===== src/rtl/demux_pkg.sv =====
// Shared types and constants for the 1:2 stream demultiplexer.
// Optional per-channel load counters are enabled with DEMUX_STATS_EN.
package demux_pkg;

  localparam logic CH0 = 1'b0;
  localparam logic CH1 = 1'b1;

  localparam int unsigned CNT_W = 16;

  typedef enum logic {
    SLOT_EMPTY = 1'b0,
    SLOT_FULL  = 1'b1
  } slot_state_t;

endpackage : demux_pkg


===== src/rtl/demux_out_slot.sv =====
// One-entry output register slot with valid/ready drain; optional load counter
// (DEMUX_STATS_EN).
module demux_out_slot
  import demux_pkg::*;
#(
  parameter int unsigned WIDTH = 8
) (
  input  logic             clk,
  input  logic             rst_n,
  input  logic             load,
  input  logic [WIDTH-1:0] load_data,
  input  logic             ready_in,
  output logic             valid,
  output logic [WIDTH-1:0] data,
  output logic             can_accept
`ifdef DEMUX_STATS_EN
  ,
  output logic [CNT_W-1:0] cnt
`endif
);

  slot_state_t      r_state;
  logic [WIDTH-1:0] r_data;
  logic             w_drain;

  assign w_drain    = (r_state == SLOT_FULL) & ready_in;
  // A full slot can take a new beat in the same cycle it is being drained.
  assign can_accept = (r_state == SLOT_EMPTY) | w_drain;
  assign valid      = (r_state == SLOT_FULL);
  assign data       = r_data;

  always_ff @(posedge clk or negedge rst_n) begin
    if (!rst_n) begin
      r_state <= SLOT_EMPTY;
      r_data  <= '0;
    end else if (load) begin
      r_state <= SLOT_FULL;
      r_data  <= load_data;
    end else if (w_drain) begin
      r_state <= SLOT_EMPTY;
    end
  end

`ifdef DEMUX_STATS_EN
  logic [CNT_W-1:0] r_cnt;

  always_ff @(posedge clk or negedge rst_n) begin
    if (!rst_n) begin
      r_cnt <= '0;
    end else if (load) begin
      r_cnt <= r_cnt + CNT_W'(1);
    end
  end

  assign cnt = r_cnt;
`endif

endmodule : demux_out_slot


===== src/rtl/demux_1to2_stream.sv =====
// Registered 1:2 valid/ready demultiplexer: each beat is steered to out0 or out1 by in_sel.
// Defining DEMUX_STATS_EN adds per-channel load counters cnt0/cnt1.
module demux_1to2_stream
  import demux_pkg::*;
#(
  parameter int unsigned WIDTH = 8
) (
  input  logic             clk,
  input  logic             rst_n,
  input  logic [WIDTH-1:0] in_data,
  input  logic             in_sel,
  input  logic             in_valid,
  output logic             in_ready,
  output logic [WIDTH-1:0] out0_data,
  output logic             out0_valid,
  input  logic             out0_ready,
  output logic [WIDTH-1:0] out1_data,
  output logic             out1_valid,
  input  logic             out1_ready
`ifdef DEMUX_STATS_EN
  ,
  output logic [CNT_W-1:0] cnt0,
  output logic [CNT_W-1:0] cnt1
`endif
);

  logic w_can0;
  logic w_can1;
  logic w_accept;
  logic w_load0;
  logic w_load1;

  // in_ready depends only on in_sel and the selected slot, never on in_valid.
  assign in_ready = rst_n & ((in_sel == CH1) ? w_can1 : w_can0);
  assign w_accept = in_valid & in_ready;
  assign w_load0  = w_accept & (in_sel == CH0);
  assign w_load1  = w_accept & (in_sel == CH1);

  demux_out_slot #(.WIDTH(WIDTH)) u_slot0 (
    .clk        (clk),
    .rst_n      (rst_n),
    .load       (w_load0),
    .load_data  (in_data),
    .ready_in   (out0_ready),
    .valid      (out0_valid),
    .data       (out0_data),
    .can_accept (w_can0)
`ifdef DEMUX_STATS_EN
    ,
    .cnt        (cnt0)
`endif
  );

  demux_out_slot #(.WIDTH(WIDTH)) u_slot1 (
    .clk        (clk),
    .rst_n      (rst_n),
    .load       (w_load1),
    .load_data  (in_data),
    .ready_in   (out1_ready),
    .valid      (out1_valid),
    .data       (out1_data),
    .can_accept (w_can1)
`ifdef DEMUX_STATS_EN
    ,
    .cnt        (cnt1)
`endif
  );

endmodule : demux_1to2_stream


===== config.mk =====
export PLATFORM = sky130hd
export DESIGN_NAME = demux_1to2_stream
export DESIGN_NICKNAME = d
export VERILOG_FILES = /design/src/rtl/demux_pkg.sv /design/src/rtl/demux_out_slot.sv /design/src/rtl/demux_1to2_stream.sv
export SDC_FILE = /design/constraint.sdc
export NUM_CORES = 1
export LEC_CHECK = 0
export ABC_AREA = 1
export CORE_MARGIN = 8
export CORE_UTILIZATION = 37
export CTS_CLUSTER_DIAMETER = 150
export DETAILED_ROUTE_END_ITERATION = 7
export PLACE_DENSITY = 0.74
export SLEW_MARGIN = 20
export SYNTH_ARGS = -nofsm -noshare
export SYNTH_HDL_FRONTEND = slang
export SYNTH_SLANG_ARGS = --single-unit

===== constraint.sdc =====
create_clock -name clk -period 0.95 [get_ports clk]
set_input_delay 0.095 -clock clk [delete_from_list [all_inputs] [get_ports clk]]
set_output_delay 0.095 -clock clk [all_outputs]
set_load 0.02 [all_outputs]

**After elaboration in Yosys (flattened, before gate mapping)**

Index checks and enable logic that the tools add are counted.

- Reduce and logical (&&, ||, !) cells: 2
- Multiplexer cells: 5
- Bitwise logic cells: 11

Operator list:

| kind | count |
|---|---|
| AND 1 bit | 6 |
| two-way mux 1 bit | 5 |
| nonzero test 2 bit | 2 |
| inverter 1 bit | 3 |
| bitwise OR 1 bit | 2 |

- Bits in registers: 18
- Output and inout bits: 19

**Longest topological paths before layout**

- Depth after elaboration: 7
- Gate-level depth with buffers: 7
- Mapped depth without buffers: 7

**Modules after synthesis**

Synthesis repeated with hierarchy kept, for this count alone.

- Cells, all modules: 84
- Area total of the unflattened synthesis: 723.2 sq um

Modules (own cells, without submodules):

| module | times used | cells each | area each (sq um) |
|---|---|---|---|
| demux_out_slot | 2 | 38 | 341.6 |
| demux_1to2_stream | 1 | 8 | 40.0 |

**Least setup slack after synthesis**

OpenSTA, ideal clock, no wires.

- Path type: register to register
- Start point: register u_slot1.r_state, in the netlist u_slot1.valid
- End point: register u_slot0.r_data[0], in the netlist u_slot0.data[0]
- Arrival: 1.082 ns
- Cell stages (with the launch flop): 7
- Data required time: 0.833 ns
- Library setup time: 0.117 ns
- Buffers on the path: 0
- Path slack: -0.249 ns
- Cells stage by stage: dfrtp_1 nand3_1 nand2_2 nor2_8 nand3_4 nand2_1 nand2_1

- Longest elaborated chain between the ends: 6
- Elaborated cells between the ends (all ways): 7
- Those cells by class: mux (1); bitwise (6)

RTL lines:

| what | line | source |
|---|---|---|
| from (decl) | demux_out_slot.sv:22 | `slot_state_t r_state;` |
| from (signal assigned) | demux_out_slot.sv:34 | `r_state <= SLOT_EMPTY;` |
| from (signal assigned) | demux_out_slot.sv:37 | `r_state <= SLOT_FULL;` |
| from (signal assigned) | demux_out_slot.sv:40 | `r_state <= SLOT_EMPTY;` |
| AND 1 bit / inverter 1 bit (equally long branches) | demux_out_slot.sv:26, demux_out_slot.sv:28 |  |
| bitwise OR 1 bit (*) | demux_out_slot.sv:28 | `assign can_accept = (r_state == SLOT_EMPTY) \| w_drain;` |
| two-way mux 1 bit (*) | demux_1to2_stream.sv:34 | `assign in_ready = rst_n & ((in_sel == CH1) ? w_can1 : w_can0);` |
| AND 1 bit (*) | demux_1to2_stream.sv:34 |  |
| via in_ready | demux_1to2_stream.sv:13 | `output logic in_ready,` |
| AND 1 bit (*) | demux_1to2_stream.sv:35 | `assign w_accept = in_valid & in_ready;` |
| AND 1 bit (*) | demux_1to2_stream.sv:36 | `assign w_load0 = w_accept & (in_sel == CH0);` |
| to (signal assigned) | demux_out_slot.sv:38 | `r_data <= load_data;` |
| to (decl) | demux_out_slot.sv:23 | `logic [WIDTH-1:0] r_data;` |

The timed path passes the listed nets; every way through them passes the cells marked *.
A chain may end at the register's enable or synchronous reset.

**Final worst setup path**

- Start point: register u_slot1.r_state, in the netlist u_slot1.valid
- End point: register u_slot0.r_data[1], in the netlist u_slot0.data[1]

- Longest elaborated chain between the ends: 6
- Elaborated cells between the ends (all ways): 7
- Those cells by class: mux (1); bitwise (6)

RTL lines:

| what | line |
|---|---|
| AND 1 bit / inverter 1 bit (equally long branches) | demux_out_slot.sv:26, demux_out_slot.sv:28 |
| bitwise OR 1 bit (*) | demux_out_slot.sv:28 |
| two-way mux 1 bit (*) | demux_1to2_stream.sv:34 |
| AND 1 bit (*) | demux_1to2_stream.sv:34 |
| AND 1 bit (*) | demux_1to2_stream.sv:35 |
| AND 1 bit (*) | demux_1to2_stream.sv:36 |

Mark *: on every way between the ends. The rest lies on a longest branch, timed or not.

==> metrics.cfg <==
[status]
status=finished with violations
violations=negative setup slack

[placed_design]
place_congestion=0.7752
dp.cells=151
port_buffers=32
dp_hpwl_um=1618
placed_area_mm2=0.001240
dpl_worst_slack_ps=-639.8

[critical_path]
cp_max_fo=10
arrival_ps=1410
end_kind=flop
critPathTopFamily=simple AND/OR/NAND/NOR gates
path_buf_inv=1
crit_type=flop to flop
worst_setup_path_start_kind=flop
crit_slowest_cell=dfrtp_2
required_ps=1140
critPathMaxStageDelay_ps=430
cpMostUsedCell=nand2_1
crit_chain=nand3_2 -> nand2_4 -> nor2_8 -> buf_6 -> nand3_4 -> nand2_1 -> nand2_1

[detailed_routing]
drc_errors=0
wire_per_inst_um=15.14
routed_via_density=4.840
drt_iter0_markers=20
dr.pass1.iters=4
wl_um=2559
antenna_left=0
routed-via-count=818

[clock_tree]
holdBufCountCts=0
cts_root_buffer=clkbuf_4
clockBufferDepth=2
htreeDepth=1
clk_latency_ps=300
clock-sinks=18
cts_tree=done
cts.clk_slew.worst_paths_ps=110
cts_inserted_buffers=3

[grt]
grtUsageTotal=0.1254
grt_util_met3=0.02867
grt_antenna_before_repair=0
top_usage_layer=met2
grt_pass1_wl_um=4043
grt_pass1_vias=845
grtUsageMet1=0.1518
grt_max_degree=22
overflow=0
use_met2=0.2005

[power]
p_per_area_mw_per_mm2=1615
total_leakage_power_nw=0.7475
fin_total_pwr_mw=2.422
ir_drop_uv=1209

[timing]
setup_viol=22
drv_slew=0
finClkSkew_ps=7.112
relSlewSlack=0.7570
worstMarginPinSlew_ps=363.3
max_freq_ghz=0.8164
fin_crit_ps=1225
post-route-period-util=1.289
rsz0062_at_grt=true
layout_setup_ws_ps=-274.9
final-hold-violation-count=0

[final_layout]
postLayoutCellArea_mm2=0.001500
post_route_cells_drive_above_1_share=0.4718
num_antenna_cells=0
nets=157
fin_cells=169
final_cell_mix=nand2_1, buf_4, buf_6, dfrtp_1, clkdlybuf4s50_1
area_growth_pct=88.52
final_common_cell=nand2_1

[synthesis]
syn-num-nets=95
synth_area_leader_cell=dfrtp_1
ys_warn_count=0
ys_seq_area_frac=0.5660
synth_top_area_share=0.5660
ys_seq_elements=18
synthesis.instances=81
yosysUniqueCellTypes=14
synth_area_um2=795.8
synthTopCellsByArea=dfrtp_1, nand2_1, nand4_1, o21ai_1, inv_1
synth_area_per_cell_um2=9.824

[flow_run]
drv_cap=0

[floorplanning]
core.rowCount=16
dieWidth_um=62.38
ios=33
die_area_mm2=0.003891
start_util=0.3975
fp.dieH_um=62.38
core-area_mm2=0.002002

[hold_path]
worstHoldPathType=primary input to async pin

state kept, by name, indices dropped and copies added, names as in the netlist:
signal / cells
u_slot0.data: 8
u_slot0.valid: 1
u_slot1.data: 8
u_slot1.valid: 1
worst paths after layout:
check | from | to | slack, ps | cells after the start
min in group clk | in_data[6] | u_slot1.data[6] | 360 | 3
max reg2reg | u_slot1.valid | u_slot0.data[1] | -270 | 7
min reg2reg | u_slot0.data[6] | u_slot0.data[6] | 520 | 2
min | rst_n | u_slot1.valid | 240 | 2
max in group asynchronous | rst_n | u_slot0.data[3] | 560 | 2
max | u_slot1.valid | u_slot0.data[1] | -270 | 7
logic make-up (layout without fill, tap and decap cells):
group | Yosys count | count (layout) | share of synthesized area
AOI/OAI and AO/OA | 8 | 8 | 0.05032
DFF | 18 | 18 | 0.5660
and+or+nand+nor | 42 | 45 | 0.2909
buffers and inverters | 13 | 71 | 0.09278
worst register-to-register path: cells and delay by family, from the launching register on:
kind,cells,cell delay [ps]
buf+inv,1,150
simple gates,6,530
flops,1,430
layout make-up:
cell class              count  area, µm²
repair buffers             56      538.0
fillers                   139      501.7
flip-flops and latches     18      451.7
multi-input cells          53      395.4
inverters                  11      55.05
well taps                  27      33.78
clock buffers               4      26.28
routing by layer:
metal  vias to the layer above  wire (µm)  share of wire
met5                         -          0              0
met4                         0         48          0.019
met3                         5        130          0.051
met2                        31       1291           0.50
met1                       387       1088           0.43
li1                        395          -              -
what timing repair did:
item                                    CTS  global route
pin swaps                                 8             2
setup buffers                             3             8
resized for setup                       105            25
endpoints found under the setup margin   37            37
cloned                                    3             0
cell usage after synthesis, drive strengths merged:
| cell type | n |
|---|---|
| nand2 | 29 |
| o21ai | 8 |
| nand4 | 9 |
| dfrtp | 18 |
| bufinv | 1 |
| inv | 10 |
| nor2 | 2 |
| buf | 2 |
| nand3 | 2 |
power by group:
group | total, mW | switching, mW | internal [mW]
combinational | 1.02 | 0.476 | 0.545
sequential | 0.992 | 0.0965 | 0.896
clock | 0.408 | 0.245 | 0.164
metrics by stage:
step	utilization	hold WS (ps)	TNS (ps)
after floorplan	-	-200.6	-2756
after global placement	0.6194	458.8	-10880
after detailed placement	0.6194	462.4	-11520
after CTS	0.6781	256.2	-2991
after global routing	0.7494	253.4	-5170
final	0.7494	243.3	-3667
No activity file was read; power rests on OpenSTA's default activity.
